`config.mk`:
```
export PLATFORM = sky130hd
export DESIGN_NAME = stream_reduce
export DESIGN_NICKNAME = d
export VERILOG_FILES = /design/src/rtl/stream_reduce.sv
export SDC_FILE = /design/constraint.sdc
export NUM_CORES = 1
export LEC_CHECK = 0
export ABC_AREA = 1
export CAP_MARGIN = 10
export CORE_MARGIN = 4
export CORE_UTILIZATION = 50
export CTS_CLUSTER_DIAMETER = 50
export DETAILED_ROUTE_END_ITERATION = 10
export PLACE_DENSITY_LB_ADDON = 0.12
export SYNTH_ARGS = -nofsm -noshare
export SYNTH_HDL_FRONTEND = slang
export SYNTH_SLANG_ARGS = --single-unit
```
`constraint.sdc`:
```
create_clock -name clk -period 2.2 [get_ports clk]
set_clock_uncertainty 0.05 [all_clocks]
set_input_delay 0.44 -clock clk [delete_from_list [all_inputs] [get_ports clk]]
set_output_delay 0.44 -clock clk [all_outputs]
set_load 0.05 [all_outputs]
```
`src/rtl/stream_reduce.sv`:
```
// stream_reduce: frame-based bitwise reduction engine.
// Folds each valid/ready frame of WIDTH-bit words with OR/AND/XOR/XNOR (mode
// latched on the first word) and presents the folded word, its 1-bit reduction
// and the saturating word count until the result is consumed.
// Optional feature macro: STREAM_REDUCE_OVF_EN (force-close a frame at MAX_LEN
// words and flag it on out_ovf).
module stream_reduce #(
  parameter int WIDTH   = 4,
  parameter int MAX_LEN = 16,
  localparam int CW     = $clog2(MAX_LEN + 1)
) (
  input  logic             clk,
  input  logic             rst,
  input  logic [1:0]       mode,
  input  logic             in_valid,
  output logic             in_ready,
  input  logic [WIDTH-1:0] in_data,
  input  logic             in_last,
  output logic             out_valid,
  input  logic             out_ready,
  output logic [WIDTH-1:0] out_word,
  output logic             out_bit,
  output logic [CW-1:0]    out_count
`ifdef STREAM_REDUCE_OVF_EN
  ,
  output logic             out_ovf
`endif
);

  typedef enum logic [1:0] {S_IDLE, S_ACCUM, S_HOLD} state_t;

  localparam logic [CW-1:0] MAX_CNT = CW'(MAX_LEN);

  state_t           state_q, state_d;
  logic [WIDTH-1:0] acc_q, acc_d;
  logic [CW-1:0]    cnt_q, cnt_d;
  logic [1:0]       mode_q, mode_d;
  logic             ovf_q, ovf_d;
  logic             accept;

  // Combine the running word with a new one under the latched mode.
  function automatic logic [WIDTH-1:0] fold(input logic [WIDTH-1:0] a,
                                            input logic [WIDTH-1:0] b,
                                            input logic [1:0]       m);
    case (m)
      2'b00:   fold = a | b;
      2'b01:   fold = a & b;
      2'b10:   fold = a ^ b;
      default: fold = ~(a ^ b);
    endcase
  endfunction

  // Handshake flags come straight from registered state (plus reset gating).
  assign in_ready  = !rst && (state_q != S_HOLD);
  assign out_valid = (state_q == S_HOLD);
  assign accept    = in_valid && in_ready;

  // Next-state: frame start, fold, count saturation and result release.
  always_comb begin
    state_d = state_q;
    acc_d   = acc_q;
    cnt_d   = cnt_q;
    mode_d  = mode_q;
    ovf_d   = ovf_q;
    case (state_q)
      S_IDLE: begin
        if (accept) begin
          acc_d   = in_data;
          cnt_d   = CW'(1);
          mode_d  = mode;
          state_d = in_last ? S_HOLD : S_ACCUM;
`ifdef STREAM_REDUCE_OVF_EN
          // A single-word budget with no last marker still closes the frame.
          if (!in_last && cnt_d == MAX_CNT) begin
            state_d = S_HOLD;
            ovf_d   = 1'b1;
          end
`endif
        end
      end
      S_ACCUM: begin
        if (accept) begin
          acc_d   = fold(acc_q, in_data, mode_q);
          cnt_d   = (cnt_q == MAX_CNT) ? cnt_q : cnt_q + CW'(1);
          state_d = in_last ? S_HOLD : S_ACCUM;
`ifdef STREAM_REDUCE_OVF_EN
          // Budget exhausted without last: close now, remaining words start a new frame.
          if (!in_last && cnt_d == MAX_CNT) begin
            state_d = S_HOLD;
            ovf_d   = 1'b1;
          end
`endif
        end
      end
      S_HOLD: begin
        if (out_ready) begin
          state_d = S_IDLE;
          ovf_d   = 1'b0;
        end
      end
      default: state_d = S_IDLE;
    endcase
  end

  // State and datapath registers; reset drops any partial frame.
  always_ff @(posedge clk) begin
    if (rst) begin
      state_q <= S_IDLE;
      acc_q   <= '0;
      cnt_q   <= '0;
      mode_q  <= 2'b00;
      ovf_q   <= 1'b0;
    end else begin
      state_q <= state_d;
      acc_q   <= acc_d;
      cnt_q   <= cnt_d;
      mode_q  <= mode_d;
      ovf_q   <= ovf_d;
    end
  end

  // Single-bit reduction of the folded word, using the frame's latched mode.
  always_comb begin
    case (mode_q)
      2'b00:   out_bit = |acc_q;
      2'b01:   out_bit = &acc_q;
      2'b10:   out_bit = ^acc_q;
      default: out_bit = ~^acc_q;
    endcase
  end

  assign out_word  = acc_q;
  assign out_count = cnt_q;
`ifdef STREAM_REDUCE_OVF_EN
  assign out_ovf   = ovf_q;
`else
  // Overflow tracking is inert without the feature.
  logic unused_ovf;
  assign unused_ovf = ovf_q;
`endif

endmodule
```
==> results of run 1 <==
==> worst max-delay path by stage <==
stage | startpoint | end | slack, ns | depth (start not counted)
6_report | out_word[2] | out_bit | 0.08 | 6
4_1_cts | out_word[2] | out_bit | 0.02 | 6
5_1_grt | out_word[2] | out_bit | 0.008 | 6
2_1_floorplan | out_word[2] | out_bit | 0.008 | 5
3_3_place_gp | out_word[2] | out_bit | 0.26 | 6
3_5_place_dp | out_word[2] | out_bit | 0.22 | 6
==> per-layer routing <==
metal / global-route usage / up-vias / share of wire
met5: 0 / - / 0
met3: 0.0268 / 5 / 0.061
met4: 0.0850 / 0 / 0.017
met1: 0.263 / 494 / 0.48
li1: - / 547 / -
met2: 0.313 / 29 / 0.44
==> metrics by stage <==
stage | setup WS [ns] | utilization
detailed placement | 0.221 | 0.675
finish | 0.0779 | 0.703
global placement | 0.258 | 0.675
CTS | 0.0245 | 0.694
floorplan | 0.00765 | -
global route | 0.00840 | 0.703
==> worst max-delay path, cell delays in order, from the launching register on <==
cell and delay [ns]:
dfxtp_4 0.38, inv_1 0.06, ha_1 0.32, xnor2_2 0.21, nand2_1 0.13, o2111ai_4 0.09
buf_12 0.16
==> state kept, by name, summed over array words and instances, names as in the netlist <==
name,cells
out_count,5
out_word,4
state_q,2
mode_q,2
==> cell type report <==
type / instances / area (µm²) / area share
multi-input combinational: 109 / 736 / 0.513
sequential: 13 / 270 / 0.188
timing repair buffer: 24 / 253 / 0.176
inverter: 29 / 116 / 0.0811
tap: 27 / 33.8 / 0.0235
clock buffer: 4 / 26.3 / 0.0183
==> repair_timing <==
item                       4_1_cts  5_1_grt
buffers inserted                 0        0
pin swaps                        0        2
gates resized for setup          4        4
setup endpoints to repair        1        1
==> Yosys cell counts (all sizes together) <==
cell / instances / area, µm²
nand2: 30 / 138
inv: 28 / 108
a21oi: 15 / 86.3
nor2: 15 / 81.3
ha: 14 / 175
o21ai: 14 / 70.1
dfxtp: 13 / 260
nand3: 8 / 40.0
buf: 4 / 37.5
nand4: 3 / 33.8
o21bai: 3 / 22.5
xnor2: 2 / 17.5
a22oi: 1 / 7.51
and2: 1 / 6.26
clkinv: 1 / 8.76
nor3: 1 / 5.00
o2111ai: 1 / 8.76
o22ai: 1 / 6.26
==> kinds of logic (layout without fill, tap and decap cells) <==
kind of cell    after synthesis  count (layout)
compound gates               35              35
fa+ha+maj                    14              14
flops                        13              13
buf+inv                      33              57
simple gates                 58              58
xor+xnor                      2               2
==> power groups by stage <==
stage	Combinational, mW	Clock (mW)	Sequential, mW
2_1_floorplan	0.127	0	0.285
3_3_place_gp	0.221	0	0.265
3_5_place_dp	0.223	0	0.267
4_1_cts	0.230	0.165	0.262
5_1_grt	0.254	0.170	0.264
6_report	0.234	0.162	0.262
==> summary.log, run 1 <==
INFO  status         status=finished, final reports clean
INFO  critical_path  path_max_fanout=5
INFO  sta            slew_viol_final=0
INFO  critical_path  arrival=1.63ns
INFO  worst_hold_path worst_hold_startpoint=out_count[4]
INFO  critical_path  regToRegEndpoint=out_count[1]
INFO  power          irDropWorstVdd=0.345mV
INFO  synthesis      synth-adder-area-share=0.157
INFO  sta            timing.setup.tns=0ns
INFO  global_route   grt_start_max_net_pins=11
INFO  clock_network  ctsHtreeMaxLevel=1
INFO  global_route   grt_first_pass_wirelength=4.22mm
INFO  worst_hold_path hold_path_end=out_count[4]
INFO  power          power.density=458nW/µm²
INFO  sta            achievable-frequency=471MHz
INFO  synthesis      post_synthesis_sequential_element_count=13
INFO  global_route   globalRouteTotalUtil=0.196
INFO  route          detail_route.vias_per_cell=5.22
INFO  place          portBuffers=22
INFO  synthesis      syn-instance-count=155
INFO  sta            final-setup-viol-count=0
INFO  critical_path  worst_r2r_start=out_count[0]
INFO  power          power.net_switching=0.242mW
INFO  cells_and_area layout-drive-gt1-share=0.190
INFO  sta            max_slew.worst_pin.slew=0.500ns
INFO  die            die-height=55.2µm
INFO  cells_and_area insertedDiodeCount=0
INFO  cells_and_area postLayoutCellArea=1440µm²
INFO  route          first_pass_iters=4
INFO  die            initial_utilization=0.545
INFO  clock_network  tritoncts_num_sinks=13
INFO  critical_path  reg2regPathDepth=7
INFO  die            die_footprint=3040µm²
INFO  critical_path  r2r_setup_slack=0.82ns
INFO  route          drt_drc_violations_left=0
INFO  power          power.leakage=0.612nW
INFO  synthesis      seq_area_frac_synth=0.234
INFO  synthesis      syn_nets=180
INFO  clock_network  clkTransAtPathRegs=0.09ns
INFO  cells_and_area mostFrequentLayoutCells=24 x inv_1, 24 x nand2_1, 19 x clkdlybuf4s50_1, 14 x o21ai_0, 13 x ha_1
INFO  route          antenna_violating_nets_post_route=0
INFO  clock_network  numCtsBuffers=3
INFO  cells_and_area syn_to_final_growth=29.0%
INFO  place          post-place-cells=202
INFO  worst_hold_path worstHoldPathCells=2
INFO  route          final_wirelength=2.66mm
INFO  critical_path  worst_setup_path_start_kind=flop
INFO  critical_path  crit_path_end_kind=output port
INFO  power          comb_power_share=0.356
INFO  global_route   grt_pass1_vias=983
INFO  place          gp_congestion=0.906
INFO  worst_hold_path hold_path_class=flop to flop
INFO  global_route   initial_antenna_violation_count=0
INFO  clock_network  clock_latency=0.29ns
INFO  flow_run       count_of_max_cap_constraint_violations=0
INFO  clock_network  tritoncts_clock_tree=built
INFO  power          switching_share=0.368
INFO  synthesis      synth_top_family_by_area=simple AND/OR/NAND/NOR gates
INFO  place          dpl.hpwl=1.94mm
INFO  die            coreArea=2040µm²
INFO  synthesis      synthesis.area_per_instance=7.18µm²
INFO  cells_and_area fillerInstances=192
INFO  route          vias=1075
INFO  synthesis      ys.warnings.count=0
INFO  sta            grt_setup_unrepaired=false
INFO  power          seq_power_share=0.398
INFO  synthesis      synth-simple-area-share=0.273
INFO  cells_and_area stdcell_count=206
INFO  power          p_clk_frac=0.246
INFO  synthesis      synth_cell_type_count=27
INFO  synthesis      synth_compound_area_frac=0.181
INFO  die            boundaryPins=23
INFO  clock_network  max-clock-path-buffers=2
INFO  synthesis      synth.mux.area_fraction=0
INFO  power          p_int=0.415mW
INFO  critical_path  timing.critical_path.required=1.71ns
INFO  synthesis      netlist_area=1110µm²
INFO  sta            hold_violations=0
INFO  clock_network  cts_hold_repair.buffers=0
INFO  route          drt-wirelength-per-cell=12.9µm
INFO  clock_network  root_buffer=clkbuf_4
INFO  power          total_power=0.658mW
INFO  sta            timing.hold.ws=0.485ns
INFO  sta            final.period_utilization=0.965
INFO  sta            worst_slew_margin_rel=0.665
INFO  cells_and_area finish.net_count=205
INFO  die            chipWidth=55.2µm
INFO  die            num_rows=16
INFO  global_route   globalRouteOverflowTotal=0
INFO  synthesis      yosys.area_share.xor_xnor=0.0157
INFO  critical_path  path_class=flop to output port
INFO  sta            final.min_clock_period=2.12ns
INFO  place          dpl-instance-area=1380µm²
INFO  route          drt_iter0_markers=19
No activity file was read; power rests on OpenSTA's default activity.
==> run 2, diff against run 1 <==
Settings changed: CAP_MARGIN 10 to not set, CORE_UTILIZATION 50 to 54.
==> summary.log, run 2 (synthesized netlist as in run 1, its figures left out) <==
INFO  die            boundaryPins=23 [unchanged]
INFO  critical_path  worst_setup_path_start_kind=flop [unchanged]
INFO  power          switching_share=0.356 [was 0.368]
INFO  clock_network  clkTransAtPathRegs=0.08ns [was 0.09 ns]
INFO  worst_hold_path hold_path_class=flop to flop [unchanged]
INFO  place          gp_congestion=0.809 [was 0.906]
INFO  clock_network  numCtsBuffers=3 [unchanged]
INFO  sta            timing.setup.tns=0ns [unchanged]
INFO  place          dpl.hpwl=1.96mm [was 1.94 mm]
INFO  clock_network  max-clock-path-buffers=2 [unchanged]
INFO  sta            timing.hold.ws=0.486ns [was 0.485 ns]
INFO  clock_network  cts_hold_repair.buffers=0 [unchanged]
INFO  die            coreArea=1960µm² [was 2040 µm²]
INFO  cells_and_area mostFrequentLayoutCells=24 x inv_1, 24 x nand2_1, 19 x clkdlybuf4s50_1, 14 x o21ai_0 [was 24 x inv_1, 24 x nand2_1, 19 x clkdlybuf4s50_1, 14 x o21ai_0, 13 x ha_1]
INFO  cells_and_area syn_to_final_growth=31.0% [was 29.0%]
INFO  cells_and_area stdcell_count=207 [was 206]
INFO  sta            slew_viol_final=0 [unchanged]
INFO  power          seq_power_share=0.397 [was 0.398]
INFO  route          detail_route.vias_per_cell=5.24 [was 5.22]
INFO  route          final_wirelength=2.53mm [was 2.66 mm]
INFO  die            num_rows=16 [unchanged]
INFO  place          portBuffers=22 [unchanged]
INFO  power          power.leakage=0.618nW [was 0.612 nW]
INFO  status         status=finished, final reports clean [unchanged]
INFO  power          power.density=451nW/µm² [was 458 nW/µm²]
INFO  critical_path  arrival=1.64ns [was 1.63 ns]
INFO  power          p_clk_frac=0.228 [was 0.246]
INFO  global_route   grt_start_max_net_pins=11 [unchanged]
INFO  power          p_int=0.424mW [was 0.415 mW]
INFO  die            die_footprint=2850µm² [was 3040 µm²]
INFO  route          first_pass_iters=4 [unchanged]
INFO  sta            worst_slew_margin_rel=0.663 [was 0.665]
INFO  power          power.net_switching=0.234mW [was 0.242 mW]
INFO  route          antenna_violating_nets_post_route=0 [unchanged]
INFO  global_route   initial_antenna_violation_count=0 [unchanged]
INFO  route          drt-wirelength-per-cell=12.2µm [was 12.9 µm]
INFO  cells_and_area finish.net_count=206 [was 205]
INFO  clock_network  tritoncts_clock_tree=built [unchanged]
INFO  critical_path  path_class=flop to output port [unchanged]
INFO  global_route   globalRouteTotalUtil=0.206 [was 0.196]
INFO  power          irDropWorstVdd=0.311mV [was 0.345 mV]
INFO  cells_and_area final_core_utilization=0.743 [was 0.703]
INFO  flow_run       count_of_max_cap_constraint_violations=0 [unchanged]
INFO  global_route   grt_first_pass_wirelength=4.28mm [was 4.22 mm]
INFO  global_route   globalRouteOverflowTotal=0 [unchanged]
INFO  global_route   grt_pass1_vias=1052 [was 983]
INFO  route          drt_drc_violations_left=0 [unchanged]
INFO  sta            achievable-frequency=471MHz [about the same]
INFO  critical_path  crit_path_end_kind=output port [unchanged]
INFO  power          comb_power_share=0.375 [was 0.356]
INFO  sta            hold_violations=0 [unchanged]
INFO  route          vias=1085 [was 1075]
INFO  cells_and_area max_reg_flops=5 [unchanged]
INFO  cells_and_area layout-drive-gt1-share=0.200 [was 0.190]
INFO  place          post-place-cells=202 [unchanged]
INFO  clock_network  root_buffer=clkbuf_4 [unchanged]
INFO  sta            final-setup-viol-count=0 [unchanged]
INFO  sta            max_slew.worst_pin.slew=0.504ns [was 0.500 ns]
INFO  clock_network  ctsHtreeMaxLevel=1 [unchanged]
INFO  route          drt_iter0_markers=17 [was 19]
INFO  clock_network  tritoncts_num_sinks=13 [unchanged]
INFO  die            die-height=53.4µm [was 55.2 µm]
INFO  critical_path  path_max_fanout=5 [unchanged]
INFO  cells_and_area insertedDiodeCount=0 [unchanged]
INFO  clock_network  clock_latency=0.28ns [was 0.29 ns]
INFO  sta            grt_setup_unrepaired=false [unchanged]
INFO  power          total_power=0.657mW [was 0.658 mW]
INFO  sta            final.min_clock_period=2.13ns [was 2.12 ns]
INFO  die            chipWidth=53.4µm [was 55.2 µm]
INFO  critical_path  timing.critical_path.required=1.71ns [about the same]
INFO  die            initial_utilization=0.567 [was 0.545]
INFO  sta            final.period_utilization=0.966 [was 0.965]
run 2: cell types whose count changed in the layout (fill, tap and decap cells not counted):
cell | before | now
buf_4 | 3 | 4
ha_4 | 1 | 2
dfxtp_2 | 2 | 1
dfxtp_4 | 2 | 3
ha_1 | 13 | 12
run 2: power by group through the flow:
stage	clock, mW	combinational (mW)	sequential [mW]
after floorplan	0	0.127	0.285
after global routing	0.164	0.266	0.263
final	0.150	0.247	0.261
after CTS	0.155	0.231	0.261
after global placement	0	0.220	0.266
after detailed placement	0	0.224	0.267
run 2: worst max-delay path, stage by stage, from the launching register on:
cell and delay (ns):
dfxtp_4 0.37, inv_1 0.12, ha_4 0.22, xnor2_2 0.14, buf_4 0.14, o2111ai_4 0.19, buf_12 0.16
run 2: timing repair:
item	4_1_cts	5_1_grt
pin swaps	1	1
buffers inserted	0	1
endpoints found under the hold margin	0	0
endpoints found under the setup margin	1	1
gates resized for setup	2	8
run 2: cell type report:
type	instances	area, µm²
Multi-Input combinational cell	109	748
Timing Repair Buffer	25	260
Sequential cell	13	273
Tap cell	27	33.8
Inverter	29	116
Fill cell	173	504
Clock buffer	4	26.3
run 2: final timing paths:
check | depth (start not counted) | endpoint | slack (ns) | from
max | 6 | out_bit | 0.07 | out_word[2]
min | 2 | out_count[4] | 0.49 | out_count[4]
max reg2reg | 7 | out_count[1] | 0.87 | out_count[0]
min reg2reg | 2 | out_count[4] | 0.49 | out_count[4]
run 2: per-layer routing:
layer,GRT usage,vias to the layer above,wire length [µm]
met5,0,-,0
li1,-,556,-
met3,0.0366,5,46
met1,0.220,513,1140
met2,0.380,11,1300
met4,0.102,0,42
run 2: metrics by stage:
step,area [µm²],setup slack [ns]
global route,1460,0.0213
finish,1460,0.0750
global placement,1380,0.264
floorplan,1130,0.00765
detailed placement,1380,0.212
CTS,1410,0.00371
==> run 3, diff against run 2 <==
Settings changed: SETUP_SLACK_MARGIN set to 0.5, TNS_END_PERCENT set to 10.
==> summary.log, run 3 (synthesized netlist as in run 1, its figures left out) <==
INFO  status         status=finished, final reports clean [unchanged]
INFO  global_route   initial_antenna_violation_count=0 [unchanged]
INFO  die            boundaryPins=23 [unchanged]
INFO  sta            hold_violations=0 [unchanged]
INFO  cells_and_area stdcell_count=209 [was 207]
INFO  critical_path  cp_cell_sequence=inv_4 -> ha_4 -> xnor2_4 -> nand2_2 -> o2111ai_4 -> buf_12 [was inv_1 -> ha_4 -> xnor2_2 -> buf_4 -> o2111ai_4 -> buf_12]
INFO  route          drt-wirelength-per-cell=13.1µm [was 12.2 µm]
INFO  route          drt_iter0_markers=5 [was 17]
INFO  clock_network  tritoncts_num_sinks=13 [unchanged]
INFO  sta            grt_setup_unrepaired=true [was false]
INFO  critical_path  path_max_fanout=3 [was 5]
INFO  clock_network  ctsHtreeMaxLevel=1 [unchanged]
INFO  power          total_power=0.673mW [was 0.657 mW]
INFO  die            chipWidth=53.4µm [unchanged]
INFO  global_route   grt_start_max_net_pins=11 [unchanged]
INFO  sta            worst_slew_margin_rel=0.658 [was 0.663]
INFO  clock_network  numCtsBuffers=3 [unchanged]
INFO  power          irDropWorstVdd=0.390mV [was 0.311 mV]
INFO  die            die-height=53.4µm [unchanged]
INFO  global_route   grt_first_pass_wirelength=4.58mm [was 4.28 mm]
INFO  critical_path  slowest_stage_delay_on_critical_path=0.37ns [about the same]
INFO  cells_and_area insertedDiodeCount=0 [unchanged]
INFO  critical_path  arrival=1.50ns [was 1.64 ns]
INFO  place          portBuffers=22 [unchanged]
INFO  clock_network  clock_latency=0.28ns [about the same]
INFO  cells_and_area final_common_cell=nand2_1
INFO  cells_and_area fillerInstances=155 [was 173]
INFO  sta            layout_setup_ws=0.214ns [was 0.0750 ns]
INFO  route          vias=1087 [was 1085]
INFO  cells_and_area final_core_utilization=0.760 [was 0.743]
INFO  critical_path  worst_setup_path_start_kind=flop [unchanged]
INFO  worst_hold_path hold_path_class=flop to flop [unchanged]
INFO  critical_path  critPathTopFamily=flip-flops [was buffers and inverters]
INFO  critical_path  timing.critical_path.required=1.71ns [about the same]
INFO  sta            final.min_clock_period=1.99ns [was 2.13 ns]
INFO  cells_and_area syn_to_final_growth=34.1% [was 31.0%]
INFO  die            die_footprint=2850µm² [unchanged]
INFO  route          antenna_violating_nets_post_route=0 [unchanged]
INFO  place          dp_worst_setup_slack=0.272ns [was 0.212 ns]
INFO  cells_and_area layout-drive-gt1-share=0.253 [was 0.200]
INFO  clock_network  root_buffer=clkbuf_4 [unchanged]
INFO  clock_network  tritoncts_clock_tree=built [unchanged]
INFO  power          power.leakage=0.652nW [was 0.618 nW]
INFO  cells_and_area max_reg_flops=5 [unchanged]
INFO  route          drt_drc_violations_left=0 [unchanged]
INFO  sta            max_slew.worst_pin.slew=0.511ns [was 0.504 ns]
INFO  global_route   grt_pass1_vias=1104 [was 1052]
INFO  flow_run       count_of_max_cap_constraint_violations=0 [unchanged]
INFO  critical_path  path_class=flop to output port [unchanged]
INFO  sta            final-setup-viol-count=0 [unchanged]
INFO  critical_path  cpMaxStageDelayCell=dfxtp_4 [unchanged]
INFO  place          dpl-instance-area=1400µm² [was 1380 µm²]
INFO  sta            timing.hold.ws=0.492ns [was 0.486 ns]
INFO  place          dpl.hpwl=2.08mm [was 1.96 mm]
INFO  sta            final.period_utilization=0.903 [was 0.966]
INFO  die            num_rows=16 [unchanged]
INFO  die            initial_utilization=0.567 [unchanged]
INFO  sta            timing.setup.tns=0ns [unchanged]
INFO  route          detail_route.vias_per_cell=5.20 [was 5.24]
INFO  power          power.density=451nW/µm² [about the same]
INFO  cells_and_area mostFrequentLayoutCells=23 x nand2_1, 20 x inv_1, 15 x clkdlybuf4s50_1, 14 x o21ai_0 [was 24 x inv_1, 24 x nand2_1, 19 x clkdlybuf4s50_1, 14 x o21ai_0]
INFO  place          post-place-cells=202 [unchanged]
INFO  cells_and_area finish.net_count=208 [was 206]
INFO  cells_and_area postLayoutCellArea=1490µm² [was 1460 µm²]
INFO  clock_network  clkTransAtPathRegs=0.08ns [about the same]
INFO  clock_network  max-clock-path-buffers=2 [unchanged]
INFO  route          final_wirelength=2.75mm [was 2.53 mm]
INFO  global_route   globalRouteOverflowTotal=0 [unchanged]
INFO  critical_path  cp.buffers_inverters=2 [was 3]
INFO  sta            achievable-frequency=504MHz [was 471 MHz]
INFO  place          gp_congestion=0.809 [about the same]
INFO  clock_network  cts_hold_repair.buffers=0 [unchanged]
INFO  die            coreArea=1960µm² [unchanged]
INFO  critical_path  crit_path_end_kind=output port [unchanged]
INFO  sta            slew_viol_final=0 [unchanged]
INFO  route          first_pass_iters=5 [was 4]
INFO  global_route   globalRouteTotalUtil=0.221 [was 0.206]
[run 3: worst min-delay path, stage by stage, from the launching register on]
cell and delay [ns]:
dfxtp_2 0.37, nand2_1 0.08, a21oi_1 0.05
[run 3: cell type report]
| class | instances | area, µm² | share of cell area |
|---|---|---|---|
| Timing Repair Buffer | 27 | 270 | 0.181 |
| Multi-Input combinational cell | 109 | 764 | 0.513 |
| Clock buffer | 4 | 26.3 | 0.0176 |
| Inverter | 29 | 119 | 0.0797 |
| Sequential cell | 13 | 278 | 0.186 |
| Tap cell | 27 | 33.8 | 0.0227 |
[run 3: timing repair]
action,in CTS,in global routing
gates resized for setup,13,3
pin swaps,3,4
setup buffers,2,1
hold endpoints to repair,0,0
setup endpoints to repair,11,14
[run 3: per-layer routing]
layer | track usage | vias up | wire length [µm]
met2 | 0.424 | 20 | 1520
li1 | - | 555 | -
met1 | 0.223 | 503 | 1110
met4 | 0.115 | 0 | 57
met5 | 0 | - | 0
met3 | 0.0338 | 9 | 65
[run 3: worst paths after layout]
check	start	to	slack [ns]	depth (start not counted)
worst min-delay path	mode_q[0]	mode_q[0]	0.49	2
worst max-delay path	out_word[3]	out_bit	0.21	6
worst min register to register	mode_q[0]	mode_q[0]	0.49	2
worst max register to register	out_count[1]	out_count[1]	0.86	7
[run 3: report_power, final]
| group | leakage (nW) | internal, mW | switching [mW] |
|---|---|---|---|
| logic | 0.527 | 0.116 | 0.147 |
| clock network | 0.0150 | 0.0703 | 0.0788 |
| registers | 0.110 | 0.245 | 0.0150 |
==> edit: new RTL, flow settings as in run 1 <==
Build with the macro `STREAM_REDUCE_OVF_EN` defined.
--- a/src/rtl/stream_reduce.sv
+++ b/src/rtl/stream_reduce.sv
@@ -4,6 +4,8 @@
 // and the saturating word count until the result is consumed.
 // Optional feature macro: STREAM_REDUCE_OVF_EN (force-close a frame at MAX_LEN
 // words and flag it on out_ovf).
+`define STREAM_REDUCE_OVF_EN
+
 module stream_reduce #(
   parameter int WIDTH   = 4,
   parameter int MAX_LEN = 16,
Check against the original RTL (old outputs only; new: out_ovf): no difference found for any inputs over 10 cycles, from zero or initial values and one cycle with rst high; that may be too few to reach the edited logic, so the function may still have changed.
==> edit against run 1 <==
  * Synthesized area shrank 1.6%
  * Synthesized cell count up 4.5%
  * Power rose by 6.6%
  * Sequential power grew 6%
  * Clock power is 12% higher
  * Register-to-register slack worse by 0.22 ns
  * Sequential cell count increased by 1
  * Routed wire length down 1.7%
  * Final area grew 2.3%
  * Setup slack better by 0.0087 ns
  * Cell count rose by 4.9%
  * Non-clock buffer count rose by 2
==> edit: results (changes against run 1) <==
metric;value;unit;change
outcome;complete, no violations;;unchanged
DP HPWL;2.04;mm;was 1.94 mm
WHS Endpoint;out_ovf$_SDFFE_PP0P_;;was out_count[4]$_SDFFE_PP0P_
R2R setup slack;0.60;ns;was 0.82 ns
critical path fanouts, max;5;;unchanged
global-route usage over all layers;20.1;%;was 19.6%
layout cells sized above 1;16.4;%;was 19.0%
filler cell count;182;;was 192
Seq/Total Area, Yosys;25.6;%;was 23.4%
Reg2Reg Depth;9;;was 7
pin count of the biggest net entering global routing;10;;was 11
Mapped Nets;187;;was 180
Synth area leaders;dfxtp_1 26%, ha_1 16%, nand2_1 14%, a21oi_1 7.8%, inv_1 7.2%;;was dfxtp_1 23%, ha_1 16%, inv_1 8.1%, nand2_1 8.1%, o21ai_0 6.3%
Synth cell types;23;;was 27
vias;1079;;was 1,075
Placed Area;1400;µm²;was 1380 µm²
first-pass GRT wire length;4.46;mm;was 4.22 mm
routing usage on met3;4.36;%;was 2.68%
worst vdd ir;0.000566;V;was 0.000345 V
GR met1 Demand/Resource;25.4;%;was 26.3%
hold_sp;out_ovf$_SDFFE_PP0P_;;was out_count[4]$_SDFFE_PP0P_
leak pwr;0.639;nW;was 0.612 nW
Worst R2R End;state_q[1]$_SDFFE_PP0P_;;was out_count[1]$_SDFFE_PP0P_
I/O Buffers;23;;was 22
Final GP Congestion;0.895;;was 0.906
[edit: final cells by class]
cell class / instances / area [µm²] / area share (%)
clock buffers: 4 / 36.3 / 2.47
inverters: 27 / 104 / 7.08
flip-flops and latches: 14 / 293 / 19.9
multi-input cells: 118 / 731 / 49.8
well taps: 27 / 33.8 / 2.30
repair buffers: 26 / 270 / 18.4
[edit: logic make-up after synthesis]
logic type	share of synthesized area, %
buf+inv	11.1
xor+xnor	0.800
fa+ha+maj	16.0
simple gates	30.2
compound gates	16.3
flops	25.6
[edit: what timing repair did]
item	CTS	global route
setup endpoints to repair	1	1
pin swaps	0	2
gates resized for setup	2	7
cloned	0	0
[edit: stage by stage]
| stage | power, mW | worst slack (ns) | instances | hold WS (ns) | utilization, % |
|---|---|---|---|---|---|
| after floorplan | 0.428 | 0.00765 | 162 | 0.484 | - |
| after global placement | 0.508 | 0.262 | 212 | 0.389 | 69.2 |
| after detailed placement | 0.514 | 0.216 | 212 | 0.396 | 69.2 |
| after CTS | 0.705 | 0.00106 | 216 | 0.416 | 71.4 |
| after global routing | 0.744 | 0.00841 | 216 | 0.443 | 72.6 |
| final | 0.701 | 0.0866 | 216 | 0.410 | 72.6 |
[edit: metal layers]
layer	routed length (µm)	up-vias
li1	-	580
met2	1240	24
met3	117	4
met5	0	-
met4	15	0
met1	1240	471
[edit: how the worst max path moves through the flow]
stage / from / endpoint / slack (ns) / cells past startpoint
5_1_grt: out_word[2]$_SDFFE_PP0P_ / out_bit / 0.008 / 6
6_report: out_word[2]$_SDFFE_PP0P_ / out_bit / 0.09 / 6
3_5_place_dp: out_word[2]$_SDFFE_PP0P_ / out_bit / 0.22 / 6
3_3_place_gp: out_word[2]$_SDFFE_PP0P_ / out_bit / 0.26 / 6
2_1_floorplan: out_word[2]$_SDFFE_PP0P_ / out_bit / 0.008 / 5
4_1_cts: out_word[0]$_SDFFE_PP0P_ / out_bit / 0.001 / 6
[edit: report_power, final]
group          switching, mW  leakage (nW)  total [mW]  internal (mW)
Sequential            0.0156         0.117       0.279          0.264
Combinational          0.137         0.501       0.240          0.103
Clock                 0.0813        0.0210       0.182          0.101
Total                  0.234         0.639       0.701          0.468
[edit: critical path: stages (launching register included)]
cell,delay (ns)
dfxtp_4,0.37
inv_1,0.06
ha_1,0.33
xnor2_2,0.21
nand2_1,0.12
o2111ai_4,0.09
buf_12,0.17
